===== src/rtl/control_sequencer.sv =====
// control_sequencer: T-state microsequencer for a small accumulator CPU.
// Steps IDLE -> T1..T6 per instruction (T1-T3 fetch, T4-T6 execute) and
// decodes bus/load strobes combinationally from the current T-state and opcode.
// Optional feature: define CTRL_SUB_EN to decode SUB (0x2) as ADD with alu_op=0001.
module control_sequencer (
  input  logic       clk,
  input  logic       rst_n,
  input  logic       run,
  input  logic [3:0] ir_opcode,
  output logic       pc_send,
  output logic       pc_inc,
  output logic       mar_load,
  output logic       mem_send,
  output logic       ir_load,
  output logic       ir_send,
  output logic       a_load,
  output logic       a_send,
  output logic       b_load,
  output logic       alu_send,
  output logic [3:0] alu_op,
  output logic       out_load,
  output logic       halted
);

  localparam logic [3:0] OpLda = 4'h0;
  localparam logic [3:0] OpAdd = 4'h1;
  localparam logic [3:0] OpSub = 4'h2;
  localparam logic [3:0] OpOut = 4'hE;
  localparam logic [3:0] OpHlt = 4'hF;

  typedef enum logic [2:0] {
    StIdle, StT1, StT2, StT3, StT4, StT5, StT6, StHalt
  } state_e;

  state_e state_q;

  logic is_lda;
  logic is_out;
  logic is_alu;    // ADD, or SUB when enabled: same bus pattern, different alu_op
  logic is_sub;

  assign is_lda = (ir_opcode == OpLda);
  assign is_out = (ir_opcode == OpOut);
`ifdef CTRL_SUB_EN
  assign is_sub = (ir_opcode == OpSub);
`else
  assign is_sub = 1'b0;
`endif
  assign is_alu = (ir_opcode == OpAdd) || is_sub;

  // State register: advance one T-state per clock; HALT is left only by reset.
  always_ff @(posedge clk or negedge rst_n) begin
    if (!rst_n) begin
      state_q <= StIdle;
    end else begin
      unique case (state_q)
        StIdle:  state_q <= run ? StT1 : StIdle;
        StT1:    state_q <= StT2;
        StT2:    state_q <= StT3;
        StT3:    state_q <= StT4;
        StT4:    state_q <= (ir_opcode == OpHlt) ? StHalt : StT5;
        StT5:    state_q <= StT6;
        StT6:    state_q <= run ? StT1 : StIdle;
        StHalt:  state_q <= StHalt;
        default: state_q <= StIdle;
      endcase
    end
  end

  // Output decode: Moore per T-state, qualified by opcode during execute.
  always_comb begin
    pc_send  = 1'b0;
    pc_inc   = 1'b0;
    mar_load = 1'b0;
    mem_send = 1'b0;
    ir_load  = 1'b0;
    ir_send  = 1'b0;
    a_load   = 1'b0;
    a_send   = 1'b0;
    b_load   = 1'b0;
    alu_send = 1'b0;
    alu_op   = 4'b0000;
    out_load = 1'b0;
    halted   = 1'b0;
    unique case (state_q)
      StT1: begin
        pc_send  = 1'b1;
        mar_load = 1'b1;
      end
      StT2: pc_inc = 1'b1;
      StT3: begin
        mem_send = 1'b1;
        ir_load  = 1'b1;
      end
      StT4: begin
        if (is_lda || is_alu) begin
          ir_send  = 1'b1;
          mar_load = 1'b1;
        end else if (is_out) begin
          a_send   = 1'b1;
          out_load = 1'b1;
        end
      end
      StT5: begin
        if (is_lda) begin
          mem_send = 1'b1;
          a_load   = 1'b1;
        end else if (is_alu) begin
          mem_send = 1'b1;
          b_load   = 1'b1;
        end
      end
      StT6: begin
        if (is_alu) begin
          alu_send = 1'b1;
          a_load   = 1'b1;
          alu_op   = is_sub ? 4'b0001 : 4'b0000;
        end
      end
      StHalt: halted = 1'b1;
      default: ;
    endcase
  end

endmodule


===== config.mk =====
export PLATFORM = sky130hd
export DESIGN_NAME = control_sequencer
export DESIGN_NICKNAME = d
export VERILOG_FILES = /design/src/rtl/control_sequencer.sv
export SDC_FILE = /design/constraint.sdc
export NUM_CORES = 1
export LEC_CHECK = 0
export CORE_AREA = 5 5 42 44
export CTS_CLUSTER_SIZE = 12
export DETAILED_ROUTE_END_ITERATION = 7
export DIE_AREA = 0 0 47 49
export PLACE_DENSITY = 0.59
export SLEW_MARGIN = 20
export SYNTH_ARGS = -nofsm -noshare
export SYNTH_HDL_FRONTEND = slang
export SYNTH_SLANG_ARGS = --single-unit

===== constraint.sdc =====
create_clock -name clk -period 1.9 [get_ports clk]
set_input_delay 0.285 -clock clk [delete_from_list [all_inputs] [get_ports clk]]
set_output_delay 0.285 -clock clk [all_outputs]
set_load 0.1 [all_outputs]

=== Yosys cells after proc, flatten, opt, wreduce, memory -nomap -nowiden ===
Index checks and enable logic that the tools add are counted.

* Memories kept: 0
* RAM bits: 0
* Register bits after elaboration: 3
* ROM bits: 0
* Input bits: 7
* Latch bits: 0

* Bitwise gates (word level): 0
* Shift operators: 0
* $mul: 0
* Reductions and logical operators: 4
* Multiplexer cells: 21
* Order comparisons: 0
* Equal/unequal tests: 10
* Divide/modulo/power cells: 0
* Add/sub/neg operators: 0

{| class="wikitable"
|+ Operator list
! operator !! number
|-
| $pmux 3 s7 || 1
|-
| $mux 1 || 16
|-
| $eq 3x3->1 const B || 4
|-
| $eq 4x4->1 const B || 2
|-
| $eq 3x2->1 const B || 2
|-
| $pmux 1 s2 || 3
|-
| $eq 4x1->1 const B || 1
|-
| $logic_not 4->1 || 1
|-
| $eq 3x1->1 const B || 1
|-
| $logic_not 3->1 || 1
|-
| $mux 2 || 1
|-
| $reduce_or 2->1 || 1
|-
| $logic_or 1x1->1 || 1
|}

=== Logic depth before layout (Yosys ltp) ===
Gate-level depths: netlist (run 1).

* Depth in word-level cells: 4
* Depth in mapped cells: 4
* Gate-level depth less buffers: 3

=== Worst setup path before layout (run 1) ===
OpenSTA, ideal clock, no wires.

* Kind: register to output
* From: reg with a tool-made name
* To: out out_load
* Arrival time: 4.282 ns
* Data required time: 1.615 ns
* Stages on the path, launching flop included: 5
* Path slack: -2.667 ns
* Buffers on the path: 2
* Cell sequence: dfrtp_1 -> buf_6 -> or2b_1 -> nor4_1 -> buf_4

{| class="wikitable"
|+ RTL lines
! what !! line !! source
|-
| to (decl) || 21 || <nowiki>output logic out_load,</nowiki>
|}

==> flow_metrics.env, run 1 <==
export IMPL_cp_arrival_ps=1650
export IMPL_reg2reg_to="state_q[1]$_DFF_PN0_"
export IMPL_synth_warnings=0
export IMPL_path_clk_slew_ps=40
export IMPL_area_delta_synth_final_pct=154
export IMPL_grt_total_usage_pct=8.69
export IMPL_setup_tns_ps=-80.9
export IMPL_route_detailed_drc=0
export IMPL_root_buffer="clkbuf_4"
export IMPL_hold_viol=0
export IMPL_antenna_left=0
export IMPL_post_drt_wl_per_cell_um=10.9
export IMPL_slew_violations=0
export IMPL_routed_via_count=351
export IMPL_hold_ws_ps=234
export IMPL_ys_types=22
export IMPL_pre_cts_slack_ps=-285
export IMPL_insertedDiodeCount=0
export IMPL_clockBufferDepth=2
export IMPL_hold_class="in2async"
export IMPL_chipHeight_um=49
export IMPL_setup_violations_final=3
export IMPL_synth_largest_area_cell="dfrtp_1"
export IMPL_cts_tree="built"
export IMPL_nNetsFinal=74
export IMPL_grt_pass1_wl_um=1440
export IMPL_drive_gt1_share_pct=59.1
export IMPL_syn_inst=39
export IMPL_period_needed_ps=1930
export IMPL_dieWidth_um=47
export IMPL_outcome="finished with violations"
export IMPL_post_synth_top_count_cell="nor2_1"
export IMPL_cp_start_kind="flop"
export IMPL_dp_hpwl_um=694
export IMPL_antenna_found_initial=0
export IMPL_async_reset_ff_share_pct=100
export IMPL_clk_latency_ps=230
export IMPL_worst_setup_path_end_kind="output pin"
export IMPL_viasPerCell=4.28
export IMPL_drt_initial_drc_count=0
export IMPL_ys_flop_type="dfrtp_1"
export IMPL_ys_top_cells_by_count="nor2_1 (7), buf_4 (5), dfrtp_1 (3), nand2_1 (3)"
export IMPL_core_mm2=0.00140
export IMPL_dieArea_mm2=0.00230
export IMPL_worst_slack_ps=-33.7
export IMPL_final_period_utilization_pct=102
export IMPL_crit_type="reg2out"
export IMPL_synthTopCellsByArea="dfrtp_1 (25%), buf_4 (13%), nor2_1 (8.9%)"
export IMPL_utilization_pct=53.5
export IMPL_totalWireLength_um=891
export IMPL_fmax_mhz=517
export IMPL_portBuffers=18
export IMPL_rsz0062_at_grt="yes"
export IMPL_hold_buffers=0
export IMPL_start_util_pct=21.1
export IMPL_synth_seq_cells=3
export IMPL_regToRegStartpoint="state_q[0]$_DFF_PN0_"
export IMPL_overflow=0
export IMPL_clock_sinks=3
export IMPL_grt_pass1_vias=353
export IMPL_io_pins=23
export IMPL_dr_pass1_iters=1
export IMPL_syn_avg_cell_area_um2=7.57
export IMPL_reg2reg_depth=4
export IMPL_place_congestion=0.772
export IMPL_path_max_fanout=4
export IMPL_max_cap_violations=0
export IMPL_fin_skew_ps=3.99
export IMPL_synth_area_um2=295
export IMPL_synth_top_area_share_pct=25.4
export IMPL_synth_edf_count=0
export IMPL_crit_required_ps=1620
export IMPL_yosysSeqAreaShare_pct=25.4
export IMPL_grt_max_degree=8
export IMPL_fp_row_count=14
export IMPL_r2r_slack_ps=610
export IMPL_cts_buffers=3
export IMPL_htree_num_levels=1
export IMPL_violations="negative setup slack"
## layer usage
layer / part of all wire, % / vias to the layer above / GRT usage, %
met4: 1.6 / 0 / 5.53
met1: 34 / 155 / 9.09
met3: 9.3 / 2 / 3.32
li1: - / 175 / -
met2: 55 / 19 / 13.8
met5: 0 / - / 0
## worst max path at each step
stage | startpoint | end | slack (ps) | cells after the start
6_report | flop | b_load | -30 | 4
5_1_grt | flop | mar_load | -100 | 4
4_1_cts | flop | b_load | -70 | 4
3_5_place_dp | ir_opcode[1] | b_load | -290 | 5
3_3_place_gp | ir_opcode[1] | alu_send | -280 | 5
2_1_floorplan | flop | mar_load | -630 | 4
## stage by stage
stage	std cells	cell area [µm²]
after CTS	79	704
after global routing	82	749
after detailed placement	73	658
after floorplan	42	364
final	82	749
after global placement	73	658
## cells in the final DEF (no fill, tap or decap), types with 2 or more instances in the layout
master	instances
buf_12	12
conb_1	4
or2_4	2
clkdlybuf4s50_1	3
buf_6	2
nor2_2	2
nor2_4	3
clkbuf_4	3
clkdlybuf4s15_1	2
nand2_1	3
dfrtp_1	2
buf_4	7
inv_1	2
nor2_1	2
## logic make-up after synthesis
kind of cell              count (synthesis)  share of synthesized area [%]
xor gates and xnor gates                  1                           2.97
muxes                                     1                           3.81
and+or+nand+nor                          20                           37.7
other                                     1                           1.27
AOI/OAI and AO/OA                         4                           8.47
buffers and inverters                     9                           20.3
DFF                                       3                           25.4
## critical path, cell delays in order (launching register included)
cell	delay, ps
dfrtp_1	350
or4b_4	510
or2_4	280
nor2_4	100
buf_12	180
## layout make-up
| type | instances | area [µm²] |
|---|---|---|
| Timing Repair Buffer | 27 | 374 |
| Clock buffer | 4 | 26.3 |
| Sequential cell | 3 | 76.3 |
| Multi-Input combinational cell | 30 | 245 |
| Inverter | 2 | 7.51 |
| Tap cell | 16 | 20.0 |
| Fill cell | 130 | 652 |
## timing repair
action / in CTS / in global routing
resized for setup: 7 / 5
buffers inserted: 2 / 3
endpoints found under the setup margin: 8 / 8
pin swaps: 4 / 3
Power of run 1 is not shown: default switching activity piles up to over one toggle a cycle in this logic, so the estimate is an artifact.
==> run 2: changes to the inputs <==
--- a/config.mk
+++ b/config.mk
@@ -5,11 +5,12 @@
 export SDC_FILE = /design/constraint.sdc
 export NUM_CORES = 1
 export LEC_CHECK = 0
+export ABC_AREA = 1
 export CORE_AREA = 5 5 42 44
 export CTS_CLUSTER_SIZE = 12
 export DETAILED_ROUTE_END_ITERATION = 7
 export DIE_AREA = 0 0 47 49
-export PLACE_DENSITY = 0.59
+export PLACE_DENSITY = 0.6
 export SLEW_MARGIN = 20
 export SYNTH_ARGS = -nofsm -noshare
 export SYNTH_HDL_FRONTEND = slang
==> run 2 against run 1 <==
Net effect:
- the flow now finishes without violations
- count of clock-buffer cells in the layout unchanged
- flip-flop and latch count unchanged
- utilization decreased by 6.4 points
- area after synthesis increased by 2.1%
- final area decreased by 12%
- final cell count increased by 8.5%
- register-to-register slack improved by 300 ps
- critical path depth increased by 3
- routed wire length decreased by 14%
- synthesized cell count increased by 36%
- critical path type is now in2out
- critical endpoint is now a_load
- largest cell class unchanged
- highest routed layer is now met3
==> flow_metrics.env, run 2 <==
export IMPL_hold_class="in2async"
export IMPL_fp_row_count=14
export IMPL_place_congestion=0.686
export IMPL_ir_drop_mv=0.679
export IMPL_period_needed_ps=1800
export IMPL_setup_violations_final=0
export IMPL_portBuffers=18
export IMPL_path_clk_slew_ps=40
export IMPL_viasPerCell=4.02
export IMPL_hold_buffers=0
export IMPL_post_drt_wl_per_cell_um=8.63
export IMPL_hold_viol=0
export IMPL_syn_avg_cell_area_um2=5.69
export IMPL_drt_initial_drc_count=4
export IMPL_fmax_mhz=557
export IMPL_synth_seq_cells=3
export IMPL_max_cap_violations=0
export IMPL_dieArea_mm2=0.00230
export IMPL_post_cts_resized=0
export IMPL_totalPowerFinal_w=0.00115
export IMPL_start_util_pct=21.5
export IMPL_synth_xor_area_share_pct=0
export IMPL_synth_warnings=0
export IMPL_insertedDiodeCount=0
export IMPL_core_mm2=0.00140
export IMPL_cts_setup_buffers=0
export IMPL_synth_top_family_by_area="simple AND/OR/NAND/NOR gates"
export IMPL_leakagePower_nw=0.332
export IMPL_ys_types=12
export IMPL_final_common_cell="nand2_1"
export IMPL_worst_slack_ps=104
export IMPL_synth_largest_area_cell="dfrtp_1"
export IMPL_cts_tree="built"
export IMPL_clockBufferDepth=2
export IMPL_post_synth_top_count_cell="nand2_1"
export IMPL_hold_ws_ps=238
export IMPL_cp_start_kind="input pin"
export IMPL_setup_tns_ps=0
export IMPL_crit_required_ps=1620
export IMPL_pre_cts_slack_ps=94.9
export IMPL_path_max_fanout=5
export IMPL_syn_inst=53
export IMPL_chipHeight_um=49
export IMPL_dr_pass1_iters=3
export IMPL_synth_edf_count=0
export IMPL_final_cells=89
export IMPL_power_density_mw_per_mm2=1750
export IMPL_r2r_slack_ps=910
export IMPL_antenna_found_initial=0
export IMPL_crit_type="in2out"
export IMPL_overflow=0
export IMPL_async_reset_ff_share_pct=100
export IMPL_route_detailed_drc=0
export IMPL_synth_simple_gate_area_share_pct=43.2
export IMPL_synth_area_um2=302
export IMPL_clock_sinks=3
export IMPL_slowest_delay_ps=420
export IMPL_reg2reg_depth=5
export IMPL_final_period_utilization_pct=94.5
export IMPL_grt_max_degree=8
export IMPL_routed_via_count=358
export IMPL_ys_flop_type="dfrtp_1"
export IMPL_grt_total_usage_pct=6.97
export IMPL_grt_pass1_vias=313
export IMPL_drive_gt1_share_pct=31.5
export IMPL_outcome="finished clean"
export IMPL_root_buffer="clkbuf_4"
export IMPL_slew_violations=0
export IMPL_nNetsFinal=81
export IMPL_totalWireLength_um=768
export IMPL_cts_buffers=3
export IMPL_yosysSeqAreaShare_pct=24.9
export IMPL_cp_arrival_ps=1510
export IMPL_num_fill_cells=139
export IMPL_worst_setup_path_end_kind="output pin"
export IMPL_clk_latency_ps=230
export IMPL_io_pins=23
export IMPL_ys_top_cells_by_count="nand2_1 (17), inv_1 (8), nor2_1 (7)"
export IMPL_synth_top_area_share_pct=24.9
export IMPL_dp_cells=85
export IMPL_synth_mux_area_share_pct=0
export IMPL_cp_cell_sequence="clkdlybuf4s50_1 -> nor2_1 -> nand2_1 -> nor2_1 -> nand2_1 -> nand2_1 -> buf_12"
export IMPL_dp_hpwl_um=697
export IMPL_path_common_cell="nand2_1"
export IMPL_antenna_left=0
export IMPL_slowest_stage="clkdlybuf4s50_1"
export IMPL_fin_skew_ps=3.68
export IMPL_dieWidth_um=47
export IMPL_rsz0062_at_grt="no"
export IMPL_synthTopCellsByArea="dfrtp_1 (25%), nand2_1 (21%), buf_4 (12%)"
export IMPL_area_delta_synth_final_pct=119
export IMPL_htree_num_levels=1
export IMPL_grt_pass1_wl_um=1230
export IMPL_final_cell_mix="nand2_1 (17), buf_12 (12), inv_1 (8)"
export IMPL_reg2reg_to="state_q[1]$_DFF_PN0_"
export IMPL_synthAdderAreaFrac_pct=0
export IMPL_synth_compound_area_share_pct=7.05
## run 2: changes by cell type after synthesis, sizes merged, moves of 2 or more
cell and delta:
nand2b -2, nand2 +14, nand3 +4, o21ai +2, inv +7, or2 -2
## run 2: where the power goes
group | total (W) | leakage (nW) | internal [W] | switching (W)
logic | 0.000893 | 0.280 | 0.000281 | 0.000613
clock network | 0.000109 | 0.0150 | 0.0000785 | 0.0000301
registers | 0.000152 | 0.0370 | 0.0000970 | 0.0000551
total | 0.00115 | 0.332 | 0.000456 | 0.000698
## run 2: worst max-delay path by stage
| stage | from | to | depth (start not counted) |
|---|---|---|---|
| 4_1_cts | ir_opcode[3] | a_load | 7 |
| 6_report | ir_opcode[3] | a_load | 7 |
| 5_1_grt | ir_opcode[3] | a_load | 7 |
| 3_5_place_dp | ir_opcode[3] | a_load | 7 |
| 2_1_floorplan | state_q[1]$_DFF_PN0_ | out_load | 4 |
| 3_3_place_gp | ir_opcode[3] | a_load | 7 |
## run 2: final cells by class
class	count	area [µm²]	share of cell area [%]
Sequential cell	3	75.1	11.4
Tap cell	16	20.0	3.04
Multi-Input combinational cell	39	204	30.9
Inverter	9	33.8	5.12
Clock buffer	4	26.3	3.98
Timing Repair Buffer	18	300	45.5
## run 2: critical path: cells and delay by family
| family | cells | cell delay (ps) |
|---|---|---|
| buf+inv | 2 | 600 |
| simple gates | 5 | 610 |
## run 2: metrics by stage
step / area (µm²) / util [%]
after floorplan: 350 / -
after global placement: 633 / 45.2
after detailed placement: 633 / 45.2
after CTS: 659 / 47.1
after global routing: 659 / 47.1
final: 659 / 47.1
## run 2: cells by family (layout without fill, tap and decap cells)
logic type / after synthesis / count (layout)
flip-flops: 3 / 3
AND/OR/NAND/NOR: 31 / 31
AO/OA/AOI/OAI: 4 / 4
buffers and inverters: 14 / 31
other: 1 / 4
## run 2: routing by layer
metal | vias to the layer above | global-route usage, % | part of all wire [%]
li1 | 193 | - | -
met1 | 149 | 9.01 | 40
met2 | 16 | 9.95 | 47
met3 | 0 | 4.06 | 13
met4 | 0 | 1.38 | 0
met5 | - | 0 | 0
(Power assumes the default switching activity.)
